File: src/rtl/key_debounce_encoder.sv
// key_debounce_encoder: synchronize and debounce 8 piano keys, then encode a single held key
module key_debounce_encoder #(
   parameter int DEBOUNCE_CYCLES = 2000000
) (
   input  logic       clk,
   input  logic       rst,
   input  logic [7:0] key_raw,
   output logic [7:0] key_board_in,
   output logic [2:0] key_code,
   output logic       key_press,
   output logic       key_release
);
   localparam int CW = $clog2(DEBOUNCE_CYCLES);
   localparam logic [CW-1:0] CMAX = CW'(DEBOUNCE_CYCLES - 1);
   typedef enum logic [1:0] {IDLE, PRESSED, MULTI} state_t;
   state_t state;
   logic [7:0] sync1, sync2, stable;
   logic [CW-1:0] cnt [8];
   logic [2:0] enc;
   logic one_hot;
   // two-flop synchronizer for the asynchronous key inputs
   always_ff @(posedge clk) begin
      sync1 <= rst ? '0 : key_raw;
      sync2 <= rst ? '0 : sync1;
   end
   // per-key debounce: accept a new level only after DEBOUNCE_CYCLES consecutive disagreeing cycles
   always_ff @(posedge clk) begin
      for (int i = 0; i < 8; i++) begin
         if (rst || sync2[i] == stable[i]) begin
            cnt[i] <= '0;
            if (rst) stable[i] <= 1'b0;
         end else if (cnt[i] == CMAX) begin
            stable[i] <= sync2[i];
            cnt[i]    <= '0;
         end else begin
            cnt[i] <= cnt[i] + 1'b1;
         end
      end
   end
   // binary index of the highest set bit; meaningful only when stable is one-hot
   always_comb begin
      enc = '0;
      for (int i = 0; i < 8; i++) if (stable[i]) enc = 3'(i);
      one_hot = (stable != 8'd0) && ((stable & (stable - 8'd1)) == 8'd0);
   end
   // output FSM: a valid key needs a one-hot vector from full release; chords lock out until all keys are up
   always_ff @(posedge clk) begin
      key_press   <= 1'b0;
      key_release <= 1'b0;
      if (rst) begin
         state        <= IDLE;
         key_board_in <= '0;
         key_code     <= '0;
      end else begin
         case (state)
            IDLE: begin
               if (one_hot) begin
                  state        <= PRESSED;
                  key_board_in <= stable;
                  key_code     <= enc;
                  key_press    <= 1'b1;
               end else if (stable != 8'd0) begin
                  state <= MULTI;
               end
            end
            PRESSED: begin
               if (stable != key_board_in) begin
                  state        <= (stable == 8'd0) ? IDLE : MULTI;
                  key_board_in <= '0;
                  key_code     <= '0;
                  key_release  <= 1'b1;
               end
            end
            MULTI: begin
               if (stable == 8'd0) state <= IDLE;
            end
            default: state <= IDLE;
         endcase
      end
   end
endmodule

File: config.mk
export PLATFORM = sky130hd
export DESIGN_NAME = key_debounce_encoder
export DESIGN_NICKNAME = d
export VERILOG_FILES = /design/src/rtl/key_debounce_encoder.sv
export SDC_FILE = /design/constraint.sdc
export NUM_CORES = 1
export LEC_CHECK = 0
export ABC_AREA = 1
export ABC_CLOCK_PERIOD_IN_PS = 5400
export CORE_ASPECT_RATIO = 1.1
export CORE_MARGIN = 2
export CORE_UTILIZATION = 45
export CTS_BUF_LIST = sky130_fd_sc_hd__clkbuf_4 sky130_fd_sc_hd__clkbuf_8
export DETAILED_ROUTE_END_ITERATION = 16
export SKIP_LAST_GASP = 1
export SLEW_MARGIN = 25
export SYNTH_ARGS = -nofsm -noshare
export SYNTH_HDL_FRONTEND = slang
export SYNTH_SLANG_ARGS = --single-unit
File: constraint.sdc
create_clock -name clk -period 5.4 [get_ports clk]
set_clock_uncertainty 0.15 [all_clocks]
set_input_delay 1.08 -clock clk [delete_from_list [all_inputs] [get_ports clk]]
set_output_delay 1.08 -clock clk [all_outputs]
set_load 0.1 [all_outputs]
Yosys cells after proc, flatten, opt, wreduce, memory -nomap -nowiden:

Memory sizes are Yosys's and may differ from the RTL's.
Index checks and enable logic that the tools add are counted.

* register bits: 39
* RAM bits: 168
* input bits: 10
* output and inout port bits: 13
* logic and storage cells: 227
* memories: 1

Memories
* cnt: depth 8, bits a word 21, read ports 8, clocked after memory_dff 0, write ports 8, line 18 `logic [CW-1:0] cnt [8];`

* add/sub/neg operators: 9
* equal/unequal tests: 31
* muxes and demuxes: 118
* bitwise operators: 19
* reductions and logical operators: 34

Operators by type and width (number)
* 21-bit two-way mux: 16
* 21-bit by 1-bit adder with 21-bit output (second input constant): 8
* 21-bit == test (second input constant): 8
* 1-bit two-way mux: 84
* 3-bit two-way mux: 8
* 2-bit inequality test (second input constant): 11
* 2-bit nonzero test: 9
* 8-bit logical NOT: 2
* 8-bit two-way mux: 2
* 1-bit OR: 16
* 8-bit one-hot mux with 2 select lines: 1
* 2-bit AND reduction: 8
* 2-bit two-way mux: 5
* 8-bit AND: 1
* 1-bit == test: 8
* 1-bit logical OR: 8
* 8-bit inequality test: 1
* 8-bit nonzero test: 1
* 8-bit by 1-bit subtractor with 8-bit output (second input constant): 1
* 2-bit one-hot mux with 3 select lines: 1
* 3-bit one-hot mux with 2 select lines: 1
* 3-bit AND reduction: 2
* 2-bit OR reduction: 2
* 3-bit inequality test (second input constant): 1
* other kinds (5): 6

Longest topological paths before layout:

* depth after elaboration: 9
* gate-level depth with buffers: 12
* mapped depth without buffers: 11

Least setup slack after synthesis:

Ideal clock, no wire load.

* path kind: input port to flip-flop
* from: input port rst
* to: memory cnt[0][15] in the netlist's numbering, data pin
* library setup time: 0.254 ns
* arrival time: 1.906 ns
* required time: 4.996 ns
* setup slack: 3.090 ns
* cell stages on the path: 5
* path buffers: 2
* cells stage by stage: clkbuf_1 -> nor2_1 -> nand2_1 -> buf_4 -> nor2_1

RTL lines
* start, declared: line 6 `input logic rst,`
* end, declared: line 18

Worst setup path after layout:

* from: register key_board_in[6]
* to: output port key_board_in[6]

RTL lines
* start, declared: line 8 `output logic [7:0] key_board_in,`
* start signal, assigned: line 59 `key_board_in <= stable;`

No word-level cell between the ends.

==> out/qor.txt <==
min cycle time layout: 3.362 ns
Core Region: 25,910 sq um
total track usage: 0.1744
clk root buf: clkbuf_8
Logic pwr share: 0.072
full die area: 27,480 sq um
vias per inst: 4.656
Tcrit/Tclk final: 0.6226
initial antenna violation count: 0
HP Start: sync1[6]
Setup TNS: 0 ns
1st-iter DRT viols: 593
Port-buffer cells: 22
Synth Cell Area: 11,770 sq um
R2R Setup Slk: 2.96 ns
Slew @ Worst Pin: 1.086 ns
Netlist cell types: 43
first-pass GRT wire length: 39,980 um
final RePlAce weighted congestion: 0.8691
Worst Hold Path EP: sync2[6]
Max Root-Sink Buffers: 3
PD cells: 266.3 nW/um^2
routed vias: 9,503
Leak: 5.678 nW
highest clock rate: 297.5 MHz
Post-DRT Antenna Nets: 0
VDD IR max: 0.1774 mV
clk sinks: 207
Critical Path End Type: primary output
worst-path maximum fanout: 4
Hold Path Class: flop to flop
post-CTS setup buffer count: 0
DRT Pass-1 Iters: 5
Die Ht: 173.7 um
vias in the first global route: 8,872
reg-to-reg endpoint: cnt[0][33]
EDFF count, synth: 176
Starting Density: 0.4544
Worst path slowest cell: clkdlybuf4s50_1
P_sw: 0.0009053 W
DP Wirelength: 17,000 um
fraction of layout cells with a size suffix above 1: 0.07223
Hold Path Stages: 2
DRT Wirelength: 23,100 um
yosys warns: 0
largest stage delay on the critical path: 1.19 ns
CTS tree: done
worst reg2reg startpoint: cnt[0][21]
diode count: 0
ys async rst share: 0
Rows: 62
Crit Path Class: flop to primary output
max-cap violations: 0
final net count: 1,681
Die W: 158.2 um
sequential power share: 0.522
average routed wire per standard cell: 11.32 um
delay-heaviest family, CP: buffers and inverters
clock buffer count from CTS: 38
CP required: 4.17 ns
Pint: 0.002742 W
Area growth, synth to finish: 16.33%
Clock Latency Late Sink: 0.54 ns
synthesis-stage register bit count: 207
Startpoint Class: flop
setup violators final: 0
# H-tree levels: 2
RSZ-0062 raised after global routing: no
Design Power: 0.003647 W
Post-Syn Area per Cell: 8.109 sq um
GRT overflow: 0
Gates resized, CTS repair: 0
outcome: finished clean
largest net degree at the start of global routing: 30
sequential area share after synthesis: 0.5016
crit path buf inv count: 1
R2R depth: 8
headroom to the max-slew limit: 0.2736
Main synth FF type: edfxtp_1
CTS clk-pin slew, worst paths: 0.06 ns
Max Slew Vio Count: 0
Clock power frac: 0.405
DR DRC count: 0
# IOs: 23
Worst EP arrival: 2.13 ns
Synth Instances: 1,452
Net Sw Frac: 0.2482
cts hold-fix bufs: 0
final hold vios: 0
worst path cell trace: clkdlybuf4s50_1
-- power by group through the flow --
stage | clock network, W | logic [W] | registers [W]
6_report | 0.00148 | 0.000264 | 0.00191
5_1_grt | 0.00160 | 0.000307 | 0.00192
4_1_cts | 0.00153 | 0.000264 | 0.00190
3_5_place_dp | 0 | 0.000262 | 0.00194
3_3_place_gp | 0 | 0.000259 | 0.00193
2_1_floorplan | 0 | 0.000196 | 0.00193
-- kinds of logic (layout without fill, tap and decap cells) --
logic type,Yosys count,after routing,synth area share
buf+inv,231,301,0.07832
fa+ha+maj,8,8,0.008502
other cells,1,168,0.0003185
compound gates,120,120,0.05239
simple gates,833,833,0.3202
flops,207,207,0.5016
xor+xnor,52,52,0.03868
-- state kept, by name (all words and copies together), names as in the netlist --
register / count
cnt: 168
key_release: 1
state: 2
key_board_in: 8
sync1: 8
key_code: 3
stable: 8
sync2: 8
key_press: 1
-- layer usage --
layer	up-vias	part of all wire	global-route usage
li1	5045	-	-
met1	4299	0.48	0.2343
met2	119	0.46	0.2803
met3	40	0.043	0.03850
met4	0	0.022	0.05631
met5	-	0	0
-- synthesized netlist by cell type (all sizes together) (19+ instances only) --
cell	n	area, sq um
inv	211	792.0
xor2	35	306.5
nand4	48	306.5
nand3	80	410.4
edfxtp	176	5285
or2	19	118.9
nor3	69	382.9
a21oi	77	385.4
o21ai	37	188.9
dfxtp	31	620.6
nand2	337	1310
nor2	235	929.6
-- cell type report --
type | count | area (sq um)
clock inverters | 7 | 38.79
repair buffers | 24 | 235.2
flip-flops and latches | 207 | 5906
well taps | 352 | 440.4
inverters | 211 | 792.0
clock buffers | 59 | 711.9
multi-input cells | 1181 | 5573
fillers | 2585 | 12210
-- per-stage QoR --
step | setup slack [ns] | area [sq um] | utilization | instances | hold slack (ns)
floorplan | 3.090 | 12400 | - | 1619 | 0.2383
global placement | 1.984 | 12950 | 0.4997 | 1975 | 0.2404
detailed placement | 1.966 | 12950 | 0.4997 | 1975 | 0.2455
CTS | 1.986 | 13700 | 0.5286 | 2041 | 0.2266
global route | 1.958 | 13700 | 0.5286 | 2041 | 0.2533
finish | 2.038 | 13700 | 0.5286 | 2041 | 0.2275
-- cells in the final DEF (no fill, tap or decap), drive strengths merged --
cell type / synthesis / layout
nand2: 337 / 337
nor2: 235 / 235
inv: 211 / 211
edfxtp: 176 / 176
conb: 1 / 168
nand3: 80 / 80
a21oi: 77 / 77
nor3: 69 / 69
clkbuf: 4 / 59
nand4: 48 / 48
o21ai: 37 / 37
xor2: 35 / 35
dfxtp: 31 / 31
clkdlybuf4s50: 0 / 22
or2: 19 / 19
nor4: 18 / 18
xnor2: 17 / 17
nor3b: 12 / 12
nand3b: 8 / 8
ha: 8 / 8
clkinv: 0 / 5
and2: 3 / 3
and3: 3 / 3
o21a: 2 / 2
a31oi: 2 / 2
clkinvlp: 0 / 2
buf: 16 / 2
or3: 1 / 1
a21o: 1 / 1
o31ai: 1 / 1
-- how the worst max path moves through the flow --
stage / endpoint / slack [ns] / cells after the start / start
2_1_floorplan: cnt[0][15] / 3.09 / 5 / rst
3_3_place_gp: cnt[1][81] / 1.98 / 7 / rst
3_5_place_dp: cnt[1][71] / 1.97 / 7 / rst
4_1_cts: key_board_in[6] / 1.99 / 1 / key_board_in[6]
5_1_grt: key_board_in[6] / 1.96 / 1 / key_board_in[6]
6_report: key_board_in[6] / 2.04 / 1 / key_board_in[6]
Power figures use the tool's default switching activity.
